## src/rtl/perceptron_pkg.sv

```systemverilog
// Shared types and helpers for the perceptron training engine.
// PERCEPTRON_SAT_EN: weight/bias updates saturate instead of wrapping.
package perceptron_pkg;

  typedef enum logic [2:0] {
    S_IDLE = 3'd0,
    S_MAC  = 3'd1,
    S_UPD  = 3'd2,
    S_CHK  = 3'd3,
    S_DONE = 3'd4
  } state_t;

`ifdef PERCEPTRON_SAT_EN
  localparam bit SAT_EN = 1'b1;
`else
  localparam bit SAT_EN = 1'b0;
`endif

  localparam int unsigned ARITH_W = 32;

  // Index width for an array of n entries (never zero).
  function automatic int unsigned idx_w(input int unsigned n);
    return (n > 1) ? $clog2(n) : 1;
  endfunction

  // Width of a counter that must reach n.
  function automatic int unsigned cnt_w(input int unsigned n);
    return $clog2(n + 1);
  endfunction

  // a + b, clipped to a signed w-bit range when saturation is enabled; the caller truncates to w bits.
  function automatic logic signed [ARITH_W-1:0] upd_add(input logic signed [ARITH_W-1:0] a,
                                                         input logic signed [ARITH_W-1:0] b,
                                                         input int unsigned               w);
    logic signed [ARITH_W-1:0] s;
    logic signed [ARITH_W-1:0] hi;
    logic signed [ARITH_W-1:0] lo;
    s  = a + b;
    hi = (ARITH_W'(1) <<< (w - 1)) - ARITH_W'(1);
    lo = ~hi;
    if (SAT_EN && (s > hi)) begin
      s = hi;
    end else if (SAT_EN && (s < lo)) begin
      s = lo;
    end
    return s;
  endfunction

endpackage

```

## src/rtl/perceptron_mac.sv

```systemverilog
// Serial signed multiply-accumulate; i_clr preloads the sign-extended bias in the same step.
module perceptron_mac #(
  parameter int unsigned DATA_W = 8,
  parameter int unsigned ACC_W  = 19
) (
  input  logic                     clk,
  input  logic                     rst_n,
  input  logic                     i_clr,
  input  logic                     i_step,
  input  logic signed [DATA_W-1:0] i_bias,
  input  logic signed [DATA_W-1:0] i_x,
  input  logic signed [DATA_W-1:0] i_w,
  output logic signed [ACC_W-1:0]  o_acc
);

  logic signed [2*DATA_W-1:0] w_prod;
  logic signed [ACC_W-1:0]    w_base;
  logic signed [ACC_W-1:0]    w_add;
  logic signed [ACC_W-1:0]    r_acc;

  assign w_prod = i_x * i_w;
  assign w_base = i_clr ? ACC_W'(i_bias) : r_acc;
  assign w_add  = i_step ? ACC_W'(w_prod) : '0;

  always_ff @(posedge clk or negedge rst_n) begin
    if (!rst_n) begin
      r_acc <= '0;
    end else if (i_clr || i_step) begin
      r_acc <= w_base + w_add;
    end
  end

  assign o_acc = r_acc;

endmodule

```

## src/rtl/perceptron_trainer.sv

```systemverilog
// Perceptron training engine: sample memory, training FSM, weight/bias registers.
// PERCEPTRON_SAT_EN selects saturating (defined) or wrapping (undefined) updates.
module perceptron_trainer
  import perceptron_pkg::*;
#(
  parameter int unsigned N_DIM      = 2,
  parameter int unsigned N_SAMPLES  = 4,
  parameter int unsigned DATA_W     = 8,
  parameter int unsigned MAX_EPOCHS = 15,
  parameter int unsigned LR_SHIFT   = 0
) (
  input  logic                            clk,
  input  logic                            rst_n,
  input  logic                            ld_valid,
  output logic                            ld_ready,
  input  logic [N_DIM*DATA_W-1:0]         ld_x,
  input  logic                            ld_y,
  input  logic                            start,
  input  logic                            clr,
  output logic                            busy,
  output logic                            done,
  output logic                            converged,
  output logic [cnt_w(MAX_EPOCHS)-1:0]    epoch_cnt,
  output logic [cnt_w(N_SAMPLES)-1:0]     err_cnt,
  output logic [N_DIM*DATA_W-1:0]         w_out,
  output logic [DATA_W-1:0]               b_out
);

  localparam int unsigned EP_W  = cnt_w(MAX_EPOCHS);
  localparam int unsigned ERR_W = cnt_w(N_SAMPLES);
  localparam int unsigned PTR_W = cnt_w(N_SAMPLES);
  localparam int unsigned SMP_W = idx_w(N_SAMPLES);
  localparam int unsigned DIM_W = idx_w(N_DIM);
  localparam int unsigned ACC_W = 2*DATA_W + $clog2(N_DIM) + 1;

  state_t r_state, w_state_nxt;

  logic signed [DATA_W-1:0] r_mem_x [N_SAMPLES][N_DIM];
  logic                     r_mem_y [N_SAMPLES];
  logic signed [DATA_W-1:0] r_w [N_DIM];
  logic signed [DATA_W-1:0] r_b;
  logic [PTR_W-1:0]         r_wr_ptr;
  logic [SMP_W-1:0]         r_smp_idx;
  logic [DIM_W-1:0]         r_dim_idx;
  logic [EP_W-1:0]          r_epoch;
  logic [ERR_W-1:0]         r_err;
  logic                     r_conv, r_done, r_busy, r_ld_ready;

  logic                     w_load, w_clear, w_start, w_mac_first, w_mac_step, w_upd, w_chk;
  logic                     w_last_dim, w_last_smp, w_stop, w_y, w_yhat, w_err;
  logic [PTR_W-1:0]         w_wr_ptr_nxt;
  logic signed [ACC_W-1:0]  w_acc;
  logic signed [DATA_W-1:0] w_delta [N_DIM];
  logic signed [DATA_W-1:0] w_w_upd [N_DIM];
  logic signed [DATA_W-1:0] w_b_upd;

  assign w_last_dim = (r_dim_idx == DIM_W'(N_DIM - 1));
  assign w_last_smp = (PTR_W'(r_smp_idx) == (r_wr_ptr - PTR_W'(1)));
  assign w_stop     = (r_err == '0) || (r_epoch == EP_W'(MAX_EPOCHS - 1));
  assign w_y        = r_mem_y[r_smp_idx];
  assign w_yhat     = !w_acc[ACC_W-1] && (w_acc != '0);
  assign w_err      = w_y ^ w_yhat;

  perceptron_mac #(
    .DATA_W (DATA_W),
    .ACC_W  (ACC_W)
  ) u_mac (
    .clk    (clk),
    .rst_n  (rst_n),
    .i_clr  (w_mac_first),
    .i_step (w_mac_step),
    .i_bias (r_b),
    .i_x    (r_mem_x[r_smp_idx][r_dim_idx]),
    .i_w    (r_w[r_dim_idx]),
    .o_acc  (w_acc)
  );

  always_ff @(posedge clk or negedge rst_n) begin
    if (!rst_n) begin
      r_state <= S_IDLE;
    end else begin
      r_state <= w_state_nxt;
    end
  end

  // Next state and per-cycle control strobes.
  always_comb begin
    w_state_nxt = r_state;
    w_load      = ld_valid && r_ld_ready;
    w_clear     = 1'b0;
    w_start     = 1'b0;
    w_mac_first = 1'b0;
    w_mac_step  = 1'b0;
    w_upd       = 1'b0;
    w_chk       = 1'b0;
    case (r_state)
      S_IDLE, S_DONE: begin
        if (clr) begin
          w_clear     = 1'b1;
          w_state_nxt = S_IDLE;
        end else if (start && ((r_wr_ptr != '0) || w_load)) begin
          w_start     = 1'b1;
          w_state_nxt = S_MAC;
        end
      end
      S_MAC: begin
        w_mac_step  = 1'b1;
        w_mac_first = (r_dim_idx == '0);
        if (w_last_dim) w_state_nxt = S_UPD;
      end
      S_UPD: begin
        w_upd       = 1'b1;
        w_state_nxt = w_last_smp ? S_CHK : S_MAC;
      end
      S_CHK: begin
        w_chk       = 1'b1;
        w_state_nxt = w_stop ? S_DONE : S_MAC;
      end
      default: w_state_nxt = S_IDLE;
    endcase
    w_wr_ptr_nxt = w_clear ? '0 : (w_load ? (r_wr_ptr + PTR_W'(1)) : r_wr_ptr);
  end

  // Error-driven update candidates: e = +1 when label is 1, -1 when label is 0.
  always_comb begin
    for (int unsigned i = 0; i < N_DIM; i++) begin
      w_delta[i] = r_mem_x[r_smp_idx][i] >>> LR_SHIFT;
      w_w_upd[i] = DATA_W'(upd_add(ARITH_W'(r_w[i]),
                                   w_y ? ARITH_W'(w_delta[i]) : -ARITH_W'(w_delta[i]), DATA_W));
    end
    w_b_upd = DATA_W'(upd_add(ARITH_W'(r_b), w_y ? 32'sd1 : -32'sd1, DATA_W));
  end

  always_ff @(posedge clk) begin
    if (w_load) begin
      for (int unsigned i = 0; i < N_DIM; i++) begin
        r_mem_x[SMP_W'(r_wr_ptr)][i] <= ld_x[i*DATA_W +: DATA_W];
      end
      r_mem_y[SMP_W'(r_wr_ptr)] <= ld_y;
    end
  end

  always_ff @(posedge clk or negedge rst_n) begin
    if (!rst_n) begin
      for (int unsigned i = 0; i < N_DIM; i++) r_w[i] <= '0;
      r_b        <= '0;
      r_wr_ptr   <= '0;
      r_smp_idx  <= '0;
      r_dim_idx  <= '0;
      r_epoch    <= '0;
      r_err      <= '0;
      r_conv     <= 1'b0;
      r_done     <= 1'b0;
      r_busy     <= 1'b0;
      r_ld_ready <= 1'b1;
    end else begin
      r_wr_ptr   <= w_wr_ptr_nxt;
      r_ld_ready <= (w_state_nxt == S_IDLE) && (w_wr_ptr_nxt < PTR_W'(N_SAMPLES));
      r_done     <= (w_state_nxt == S_DONE);
      r_busy     <= (w_state_nxt == S_MAC) || (w_state_nxt == S_UPD) || (w_state_nxt == S_CHK);
      if (w_clear) begin
        for (int unsigned i = 0; i < N_DIM; i++) r_w[i] <= '0;
        r_b    <= '0;
        r_conv <= 1'b0;
      end
      if (w_start) begin
        r_smp_idx <= '0;
        r_dim_idx <= '0;
        r_epoch   <= '0;
        r_err     <= '0;
        r_conv    <= 1'b0;
      end
      if (w_mac_step) begin
        r_dim_idx <= w_last_dim ? '0 : (r_dim_idx + DIM_W'(1));
      end
      if (w_upd) begin
        r_smp_idx <= w_last_smp ? '0 : (r_smp_idx + SMP_W'(1));
        if (w_err) begin
          for (int unsigned i = 0; i < N_DIM; i++) r_w[i] <= w_w_upd[i];
          r_b   <= w_b_upd;
          r_err <= r_err + ERR_W'(1);
        end
      end
      if (w_chk) begin
        r_epoch <= r_epoch + EP_W'(1);
        if (r_err == '0) r_conv <= 1'b1;
        if (!w_stop) r_err <= '0;
      end
    end
  end

  always_comb begin
    for (int unsigned i = 0; i < N_DIM; i++) w_out[i*DATA_W +: DATA_W] = r_w[i];
  end

  assign b_out     = r_b;
  assign ld_ready  = r_ld_ready;
  assign busy      = r_busy;
  assign done      = r_done;
  assign converged = r_conv;
  assign epoch_cnt = r_epoch;
  assign err_cnt   = r_err;

endmodule

```

## config.mk

```make
export PLATFORM = sky130hd
export DESIGN_NAME = perceptron_trainer
export DESIGN_NICKNAME = d
export VERILOG_FILES = /design/src/rtl/perceptron_pkg.sv /design/src/rtl/perceptron_mac.sv /design/src/rtl/perceptron_trainer.sv
export SDC_FILE = /design/constraint.sdc
export NUM_CORES = 1
export LEC_CHECK = 0
export CORE_ASPECT_RATIO = 0.8
export CORE_MARGIN = 3
export CORE_UTILIZATION = 61
export DETAILED_ROUTE_END_ITERATION = 10
export PLACE_DENSITY = 0.81
export SLEW_MARGIN = 15
export SYNTH_ARGS = -nofsm -noshare
export SYNTH_HDL_FRONTEND = slang
export SYNTH_SLANG_ARGS = --single-unit
```

## constraint.sdc

```tcl
create_clock -name clk -period 8 [get_ports clk]
set_input_delay 1.6 -clock clk [delete_from_list [all_inputs] [get_ports clk]]
set_output_delay 1.6 -clock clk [all_outputs]
set_load 0.02 [all_outputs]
```

==> reports/results.ini, run 1 <==
[cts]
root_buffer = clkbuf_16
cts_max_level = 4
cts_hold_buf = 0
cts_buffer_depth = 2
clkLatencyLatePin_ns = 0.42
clk_pin_slew_worst_paths_ns = 0.06
cts_sinks = 130
cts_buffers = 17
cts_tree = yes

[power]
seqPwrFrac = 0.232
finalPower_uw = 4416
peakVddDrop_v = 0.0002265
switchingPower_uw = 2047
intPower_uw = 2369
pwr_density_cell_mw_per_mm2 = 394.6
clkPwrFrac = 0.177
p_leak_uw = 0.005054
power_frac_comb = 0.592
p_sw_frac = 0.4635

[route]
firstDrtPassIters = 5
drc = 0
wl_per_cell_um = 18.37
vias_per_cell = 5.815
antenna_left = 0
totalWireLength_um = 22780
num_vias = 7211
drt-initial-drc-count = 673

[die]
die_h_um = 119.3
start_util = 0.6374
die_w_um = 147.7
coreArea_mm2 = 0.01536
rows = 40
boundaryPins = 57
die_area_mm2 = 0.01762

[run]
drv_cap = 0

[worst_setup_path]
crit_path_end_kind = register
start_kind = register
worstPathMaxFanout = 18
critPathKind = reg2reg
worstPathArrival_ns = 7.80
crit_required_ns = 8.34

[timing]
period_share = 0.9322
worst_pin_slew_ns = 1.027
max_freq_mhz = 134.1
finalClockSkew_ns = 0.009325
relSlewSlack = 0.3151
period_minus_slack_ns = 7.457
hold_violations = 0
rsz0062_at_grt = false
tns_ns = 0
fin_ws_ns = 0.5427
drv_slew = 0
finalSetupViolations = 0

[synthesis]
ys_seq_area_frac = 0.3671
async_flop_share = 0.4769
ys_types = 61
syn_inst = 949
synth-main-ff-cell = edfxtp_1
ys_warn_count = 0
syn_avg_cell_area_um2 = 10.32
synth_fp_nets = 1107
synth-seq-cells = 130
synth_area_mm2 = 0.009793
synth_edf_count = 68

[finish]
fill_cells = 1055
final_common_cell = inv_1
final-instance-count-excl-fill = 1240
final_net_count = 1175
layout_common_cells = 114 x inv_1, 98 x nand2_1, 90 x nor2_1
fin_util = 0.7284
drive_gt1_frac = 0.1000
area_growth_syn_to_layout_pct = 14.28
antennaDiodeCount = 0

[global_routing]
grt_pass1_wl_um = 37990
antenna_found_initial = 0
grt_pass1_vias = 7294
track_usage = 0.2742
grt_max_degree = 63
grt.overflow.total = 0

[place]
hpwl_um = 16440
dp.cells = 1208
gp_congestion = 0.8884
dp_slack_ns = 0.7092
portBuffers = 56

[hold_path]
min_path_type = reg2reg

[outcome]
run_status = finished, final reports clean

## flip-flops by register name (all words and copies together) (netlist names)
name         flops
err_cnt          3
r_wr_ptr         3
busy             1
done             1
r_dim_idx        1
u_mac.o_acc     18
b_out            8
ld_ready         1
r_state          3
epoch_cnt        4
r_mem_y          4
r_smp_idx        2
converged        1
r_mem_x         64
w_out           16
## layer usage
layer,part of all wire,wire length (um),vias up,global-route usage
li1,-,-,3354,-
met1,0.45,10220,3554,0.3982
met2,0.45,10350,267,0.4197
met3,0.077,1764,36,0.06162
met4,0.019,432,0,0.07625
met5,0,0,-,0
## critical path: stages, from the launching register on
cell and delay, ns:
dfrtp_1 1.02, mux2i_1 0.73, or2_2 0.26, inv_1 0.08
fa_1 0.60, inv_1 0.13, fa_1 0.55, inv_1 0.06
fa_1 0.53, inv_1 0.05, fa_1 0.53, inv_1 0.04
ha_1 0.33, and3_1 0.20, and3_4 0.18, a2111oi_4 0.34
a211oi_1 0.15, a21o_4 0.23, ha_1 0.35, or3_1 0.33
o211ai_2 0.09, xor2_2 0.22, mux2_4 0.33, o221ai_2 0.06
## timing repair
action / 4_1_cts / 5_1_grt
buffers inserted: 0 / 0
resized for setup: 0 / 1
setup endpoints to repair: 0 / 1
## cell usage after synthesis, types with 4 or more instances
| cell | number | area [um2] |
|---|---|---|
| o21a_1 | 4 | 30.03 |
| a21o_1 | 10 | 75.07 |
| and2_1 | 14 | 87.58 |
| dfrtp_1 | 61 | 1526 |
| a211oi_1 | 5 | 37.54 |
| inv_1 | 114 | 427.9 |
| clkbuf_1 | 11 | 41.29 |
| xnor2_1 | 36 | 315.3 |
| nor3_1 | 8 | 40.04 |
| edfxtp_1 | 68 | 2042 |
| and3_1 | 7 | 43.79 |
| ha_1 | 77 | 963.4 |
| fa_1 | 59 | 1181 |
| a21oi_1 | 36 | 180.2 |
| o21bai_1 | 14 | 105.1 |
| nand2b_1 | 8 | 50.05 |
| nand2_1 | 98 | 367.9 |
| mux2i_1 | 18 | 180.2 |
| nand3_1 | 35 | 175.2 |
| nor2_1 | 90 | 337.8 |
| nor3b_1 | 5 | 37.54 |
| mux4_2 | 17 | 382.9 |
| xor2_1 | 29 | 254.0 |
| o21ai_0 | 46 | 230.2 |
| a31oi_1 | 7 | 43.79 |
| or2_2 | 14 | 87.58 |
## cell type report
cell class	instances	area [um2]	area share
inverter	114	427.9	0.03823
multi-input combinational	682	5640	0.5040
sequential	130	3595	0.3212
clock inverter	15	165.2	0.01476
tap	210	262.8	0.02348
clock buffer	17	425.4	0.03801
timing repair buffer	72	675.6	0.06037
## through the flow
| step | hold WS (ns) | cell area [um2] |
|---|---|---|
| 3_5_place_dp | 0.4961 | 10600 |
| 3_3_place_gp | 0.4785 | 10600 |
| 6_report | 0.5035 | 11190 |
| 2_1_floorplan | 0.4680 | 9793 |
| 4_1_cts | 0.5096 | 11190 |
| 5_1_grt | 0.5430 | 11190 |
## power by group through the flow
stage / logic, uW / clock network (uW) / registers, uW
final: 2610 / 780 / 1020
after global routing: 2940 / 818 / 1040
after CTS: 2600 / 785 / 1020
after detailed placement: 2560 / 0 / 1020
after global placement: 2480 / 0 / 1020
after floorplan: 1890 / 0 / 1020
## cell families (layout without fill, tap and decap cells)
group           Yosys count  in the layout  share of synthesized area
flops                   130            130                     0.3671
mux                      38             38                    0.06133
buf+inv                 137            218                    0.05736
xor+xnor                 66             66                    0.05979
compound gates          146            146                    0.09697
fa+ha+maj               136            136                     0.2190
simple gates            296            296                     0.1385
## final timing paths
check,start,to,slack [ns],cells past startpoint
worst max-delay path,r_dim_idx,u_mac.o_acc[17],0.54,23
worst min-delay path,u_mac.o_acc[7],u_mac.o_acc[7],0.50,2
worst max register to register,r_dim_idx,u_mac.o_acc[17],0.54,23
worst min register to register,u_mac.o_acc[7],u_mac.o_acc[7],0.50,2
max in group asynchronous,rst_n,r_smp_idx[0],6.08,2
min in group asynchronous,rst_n,u_mac.o_acc[12],1.35,2
No activity file was read; power rests on OpenSTA's default activity.
==> run 2, diff against run 1 <==
Settings changed: CORE_MARGIN 3 to default.
==> run 2 against run 1 <==
  * Worst setup slack better by 0.12 ns
  * Non-clock buffer count down 1
  * Die area down 6.0%
  * Maximum frequency up 1.6%
  * Core utilization down 1.8 points
  * Via count down 1.7%
  * Critical path depth up 3
  * Worst hold slack better by 0.011 ns
  * Critical endpoint unchanged
  * Clock skew up 0.0063 ns
==> reports/results.ini, run 2 (synthesized netlist as in run 1, its figures left out) <==
[global_routing]
grt.overflow.total = 0  ; unchanged
track_usage = 0.2836  ; +0.009429
grt_pass1_vias = 7159  ; -1.9%
antenna_found_initial = 0  ; unchanged
grt_max_degree = 63  ; unchanged
grt_pass1_wl_um = 35430  ; -6.7%

[power]
pwr_density_cell_mw_per_mm2 = 389.8  ; -1.2%
p_leak_uw = 0.005053  ; about the same
clkPwrFrac = 0.177  ; about the same
seqPwrFrac = 0.232  ; about the same
p_sw_frac = 0.4637  ; about the same
switchingPower_uw = 2023  ; -1.2%
power_frac_comb = 0.591  ; about the same
intPower_uw = 2339  ; -1.3%
peakVddDrop_v = 0.0002247  ; -0.77%

[worst_setup_path]
reg2reg_from = r_smp_idx[0]
crit_path_end_kind = register
endpoint = u_mac.o_acc[17]
worst_r2r_path_depth = 26  ; +13%
reg2reg_slack_ns = 0.66  ; +0.12 ns
crit_required_ns = 8.36  ; +0.02 ns
worstPathMaxFanout = 21  ; +3
start_kind = register
r2r_end = u_mac.o_acc[17]
critPathKind = reg2reg
crit_path_start = r_smp_idx[0]
worstPathArrival_ns = 7.70  ; -0.10 ns

[die]
die_w_um = 143.7  ; -2.7%
die_area_mm2 = 0.01657  ; -6.0%
boundaryPins = 57  ; unchanged
die_h_um = 115.3  ; -3.4%
start_util = 0.6218  ; -0.01555
coreArea_mm2 = 0.01575  ; +2.5%
rows = 41  ; +2.5%

[cts]
cts_tree = yes
cts_resized = 0  ; unchanged
cts_sinks = 130  ; unchanged
cts_buffer_depth = 2  ; unchanged
root_buffer = clkbuf_16
cts_max_level = 4  ; unchanged
cts_hold_buf = 0  ; unchanged
cts_buffers = 17  ; unchanged
clkLatencyLatePin_ns = 0.44  ; +0.02 ns
post-cts-setup-buffers = 0  ; unchanged
clk_pin_slew_worst_paths_ns = 0.07  ; about the same

[route]
antenna_left = 0  ; unchanged
vias_per_cell = 5.698  ; -2.0%
firstDrtPassIters = 5  ; unchanged
wl_per_cell_um = 17.39  ; -5.3%
num_vias = 7088  ; -1.7%
drc = 0  ; unchanged
drt-initial-drc-count = 478  ; -29%
totalWireLength_um = 21640  ; -5.0%

[timing]
relSlewSlack = 0.3914  ; +0.07627
rsz0062_at_grt = false
tns_ns = 0  ; unchanged
period_share = 0.9172  ; -0.01498
max_freq_mhz = 136.3  ; +1.6%
finalClockSkew_ns = 0.01558  ; +0.006253 ns
hold_violations = 0  ; unchanged
fin_hold_ws_ns = 0.5140  ; +0.01052 ns
worst_pin_slew_ns = 0.9130  ; -0.1144 ns
drv_slew = 0  ; unchanged
finalSetupViolations = 0  ; unchanged
period_minus_slack_ns = 7.337  ; -0.1199 ns

[finish]
antennaDiodeCount = 0  ; unchanged
final_common_cell = inv_1
final_net_count = 1174  ; -0.085%
layout_common_cells = 114 x inv_1, 98 x nand2_1, 90 x nor2_1
largest-register = r_mem_x
largest_register_ff_count = 64  ; unchanged
area_growth_syn_to_layout_pct = 14.26  ; about the same
drive_gt1_frac = 0.09913  ; -0.0008746

[outcome]
run_status = finished, final reports clean

[place]
portBuffers = 56  ; unchanged
hpwl_um = 15620  ; -4.9%
gp_congestion = 0.8914  ; +0.34%

[hold_path]
min_path_type = reg2reg

[run]
drv_cap = 0  ; unchanged

## run 2: cell count changes in the layout (fill, tap and decap cells not counted), sizes merged
| cell | before | now |
|---|---|---|
| clkinv | 1 | 5 |
| clkinvlp | 4 | 2 |
| bufinv | 1 | 0 |
| inv | 123 | 122 |
| buf | 17 | 16 |
## run 2: layout make-up
cell class	instances	area [um2]
sequential	130	3596
inverter	114	427.9
multi-input combinational	682	5637
clock buffer	17	425.4
clock inverter	15	166.4
fill	1110	4559
tap	215	269.0
timing repair buffer	71	668.1
## run 2: power by group through the flow
stage	registers, uW	clock network, uW	logic [uW]
finish	1010	773	2580
global route	1030	809	2920
CTS	1010	778	2590
detailed placement	1020	0	2550
global placement	1010	0	2480
floorplan	1020	0	1890
## run 2: layer usage
| layer | wire length, um | vias up | track usage |
|---|---|---|---|
| li1 | - | 3367 | - |
| met1 | 9734 | 3446 | 0.3818 |
| met2 | 10080 | 238 | 0.4524 |
| met3 | 1450 | 37 | 0.06914 |
| met4 | 373 | 0 | 0.09787 |
| met5 | 0 | - | 0 |
## run 2: worst min path at each step
stage / startpoint / endpoint / slack (ns) / cells past startpoint
final: epoch_cnt[3] / epoch_cnt[3] / 0.51 / 1
after global routing: converged / converged / 0.54 / 2
after CTS: u_mac.o_acc[9] / u_mac.o_acc[9] / 0.52 / 2
after detailed placement: u_mac.o_acc[16] / u_mac.o_acc[16] / 0.50 / 2
after global placement: u_mac.o_acc[11] / u_mac.o_acc[11] / 0.50 / 2
after floorplan: u_mac.o_acc[0] / u_mac.o_acc[0] / 0.47 / 2
## run 2: through the flow
stage,cell area [um2],total power (uW),std cells,worst slack (ns),util
5_1_grt,11190,4755,1244,0.05974,0.7105
3_5_place_dp,10600,3570,1212,0.5592,0.6728
3_3_place_gp,10600,3489,1212,0.7442,0.6728
2_1_floorplan,9793,2914,949,1.069,-
6_report,11190,4362,1244,0.6626,0.7105
4_1_cts,11190,4376,1244,0.5321,0.7104
## run 2: worst max-delay path, stage by stage, from the launching register on
cell,delay (ns)
dfrtp_1,0.33
buf_4,0.34
mux4_2,0.58
mux2i_1,0.21
buf_4,0.20
or2_2,0.15
inv_1,0.08
fa_1,0.62
inv_1,0.14
fa_1,0.54
inv_1,0.05
fa_1,0.54
inv_1,0.06
fa_1,0.52
inv_1,0.04
ha_1,0.33
and3_1,0.21
and3_4,0.18
a2111oi_4,0.34
a211oi_1,0.17
a21o_4,0.23
ha_1,0.34
or3_1,0.33
o211ai_2,0.09
xor2_2,0.26
mux2_4,0.33
o221ai_2,0.05
==> run 3, diff against run 2 <==
Settings changed: ABC_AREA from default to 1, CORE_UTILIZATION 61 to 62, PLACE_DENSITY 0.81 to 0.82.
==> run 3 against run 2 <==
  * Clock skew shrank 0.0034 ns
  * Worst hold slack lost 0.0072 ns
  * Non-clock buffer count shrank 7
  * Cell area grew 3.9%
  * Final cell count grew 23%
  * Register-to-register slack gained 0.06 ns
  * Via count grew 21%
  * Count of clock-buffer cells in the layout is the same
  * First-iteration DRC count grew 86%
  * Maximum frequency grew 0.89%
  * Synthesized cell count grew 32%
  * Critical path type unchanged
==> reports/results.ini, run 3 <==
[outcome]
run_status = finished, final reports clean

[route]
wl_per_cell_um = 16.17  ; -7.0%
totalWireLength_um = 24790  ; +15%
num_vias = 8602  ; +21%
antenna_left = 0  ; unchanged
vias_per_cell = 5.611  ; -1.5%
firstDrtPassIters = 5  ; unchanged
drt-initial-drc-count = 889  ; +86%
drc = 0  ; unchanged

[worst_setup_path]
critPathKind = reg2reg
max_stage_delay_ns = 0.61  ; about the same
start_kind = register
crit_required_ns = 8.31  ; -0.05 ns
crit_path_end_kind = register
cpMaxStageDelayCell = dfrtp_1
worstPathArrival_ns = 7.59  ; -0.11 ns
cp_common_cell = inv_1
worstPathMaxFanout = 18  ; -14%

[cts]
cts_max_level = 4  ; unchanged
cts_buffers = 17  ; unchanged
cts_buffer_depth = 2  ; unchanged
cts_tree = yes
cts_sinks = 130  ; unchanged
root_buffer = clkbuf_16
clk_pin_slew_worst_paths_ns = 0.07  ; about the same
clkLatencyLatePin_ns = 0.43  ; about the same

[finish]
multi_input_area_mm2 = 0.005723  ; +1.5%
antennaDiodeCount = 0  ; unchanged
layout_common_cells = 287 x nand2_1, 216 x inv_1, 102 x nor2_1
area_growth_syn_to_layout_pct = 12.78
fill_cells = 1229  ; +11%
drive_gt1_frac = 0.06373  ; -0.03539
final_net_count = 1463  ; +25%
design_area_mm2 = 0.01162  ; +3.9%
largest-register = r_mem_x
final_common_cell = nand2_1
largest_register_ff_count = 64  ; unchanged
seqCellArea_mm2 = 0.003595  ; about the same

[global_routing]
antenna_found_initial = 0  ; unchanged
grt_pass1_vias = 8483  ; +18%
grt_pass1_wl_um = 41540  ; +17%
grt.overflow.total = 0  ; unchanged
track_usage = 0.3064  ; +0.02276
grt_max_degree = 63  ; unchanged

[synthesis]
synth_edf_count = 68  ; unchanged
synth.most_common_cell = nand2_1
ys_seq_area_frac = 0.3487  ; -0.01831
syn_avg_cell_area_um2 = 8.259  ; -20%
ys_types = 49  ; -20%
async_flop_share = 0.4769  ; unchanged
synth-seq-cells = 130  ; unchanged
synth-main-ff-cell = edfxtp_1
synth_area_mm2 = 0.01031  ; +5.3%
synthTopCellsByArea = edfxtp_1 20%, dfrtp_1 15%, fa_1 11%
ys_warn_count = 0  ; unchanged
synth_top_area_frac = 0.1981  ; -0.01040
yosys-top-cells-count = 287 x nand2_1, 216 x inv_1, 102 x nor2_1
yosysTopAreaCell = edfxtp_1
synth_fp_nets = 1406  ; +27%
syn_inst = 1248  ; +32%

[die]
rows = 41  ; unchanged
die_area_mm2 = 0.01715  ; +3.5%
die_h_um = 117.3  ; +1.7%
start_util = 0.6440  ; +0.02216
boundaryPins = 57  ; unchanged
coreArea_mm2 = 0.01601  ; +1.6%
die_w_um = 146.2  ; +1.7%

[timing]
finalSetupViolations = 0  ; unchanged
relSlewSlack = 0.3756  ; -0.01579
worst_pin_slew_ns = 0.9269  ; +0.01389 ns
max_freq_mhz = 137.5  ; +0.89%
rsz0062_at_grt = false
hold_violations = 0  ; unchanged
finalClockSkew_ns = 0.01217  ; -0.003405 ns
fin_hold_ws_ns = 0.5068  ; -0.007232 ns
drv_slew = 0  ; unchanged
period_share = 0.9091  ; -0.008105
tns_ns = 0  ; unchanged
period_minus_slack_ns = 7.273  ; -0.06484 ns

[place]
hpwl_um = 17910  ; +15%
gp_congestion = 0.9503  ; +6.6%
portBuffers = 56  ; unchanged
place_area_mm2 = 0.01103  ; +4.1%

[hold_path]
min_path_type = reg2reg

[run]
drv_cap = 0  ; unchanged

-- run 3: cell count changes in the layout (fill, tap and decap cells not counted), sizes merged, moves of 10 or more --
cell,before,now
xnor2,36,17
mux2i,18,0
mux4,17,0
a21o,13,3
inv,122,232
nand2,98,292
o21ai,49,101
and2,14,0
nand3,35,80
a21oi,37,57
nor2,90,108
o21bai,14,0
-- run 3: final cells by class --
cell class	instances	area share
multi-input combinational	870	0.4923
sequential	130	0.3092
inverter	222	0.07211
timing repair buffer	64	0.05295
clock buffer	17	0.03659
tap	215	0.02314
clock inverter	15	0.01367
-- run 3: per-stage QoR --
stage	worst slack [ns]	utilization	std cells
finish	0.7275	0.7263	1533
global placement	1.045	0.6891	1501
floorplan	1.852	-	1248
CTS	0.7502	0.7256	1533
detailed placement	0.8053	0.6891	1501
global route	0.01381	0.7263	1533
-- run 3: cell families after synthesis --
| kind of cell | after synthesis | synth area share |
|---|---|---|
| buf+inv | 248 | 0.09711 |
| compound gates | 184 | 0.1031 |
| flops | 130 | 0.3487 |
| simple gates | 507 | 0.2065 |
| xor+xnor | 43 | 0.03654 |
| fa+ha+maj | 136 | 0.2081 |
-- run 3: worst max-delay path: cells and delay by family, from the launching register on --
family                     cells  cell delay [ns]
adders and majority gates      6             2.88
AOI/OAI and AO/OA              5             1.26
and+or+nand+nor               15             1.65
buffers and inverters          7             0.76
DFF                            1             0.61
-- run 3: worst paths after layout --
check	from	endpoint	slack, ns	cells after the start
worst max-delay path	r_smp_idx[1]	u_mac.o_acc[17]	0.73	33
worst min-delay path	u_mac.o_acc[13]	u_mac.o_acc[13]	0.51	2
min in group asynchronous	rst_n	w_out[6]	1.35	2
worst min register to register	u_mac.o_acc[13]	u_mac.o_acc[13]	0.51	2
worst max register to register	r_smp_idx[1]	u_mac.o_acc[17]	0.73	33
max in group asynchronous	rst_n	b_out[3]	6.06	2
-- run 3: timing repair --
item / 4_1_cts / 5_1_grt
buffers inserted: 0 / 0
resized for setup: 0 / 3
hold buffers: 0 / 0
endpoints found under the setup margin: 0 / 1
hold endpoints to repair: 0 / 0
-- run 3: routing by layer --
layer	part of all wire	vias to the layer above	global-route usage
met2	0.45	394	0.4750
met3	0.078	61	0.05292
li1	-	4111	-
met5	0	-	0
met1	0.45	4036	0.4393
met4	0.021	0	0.09766
Power of run 3 is not shown: default switching activity piles up to over one toggle a cycle in this logic, so the estimate is an artifact.
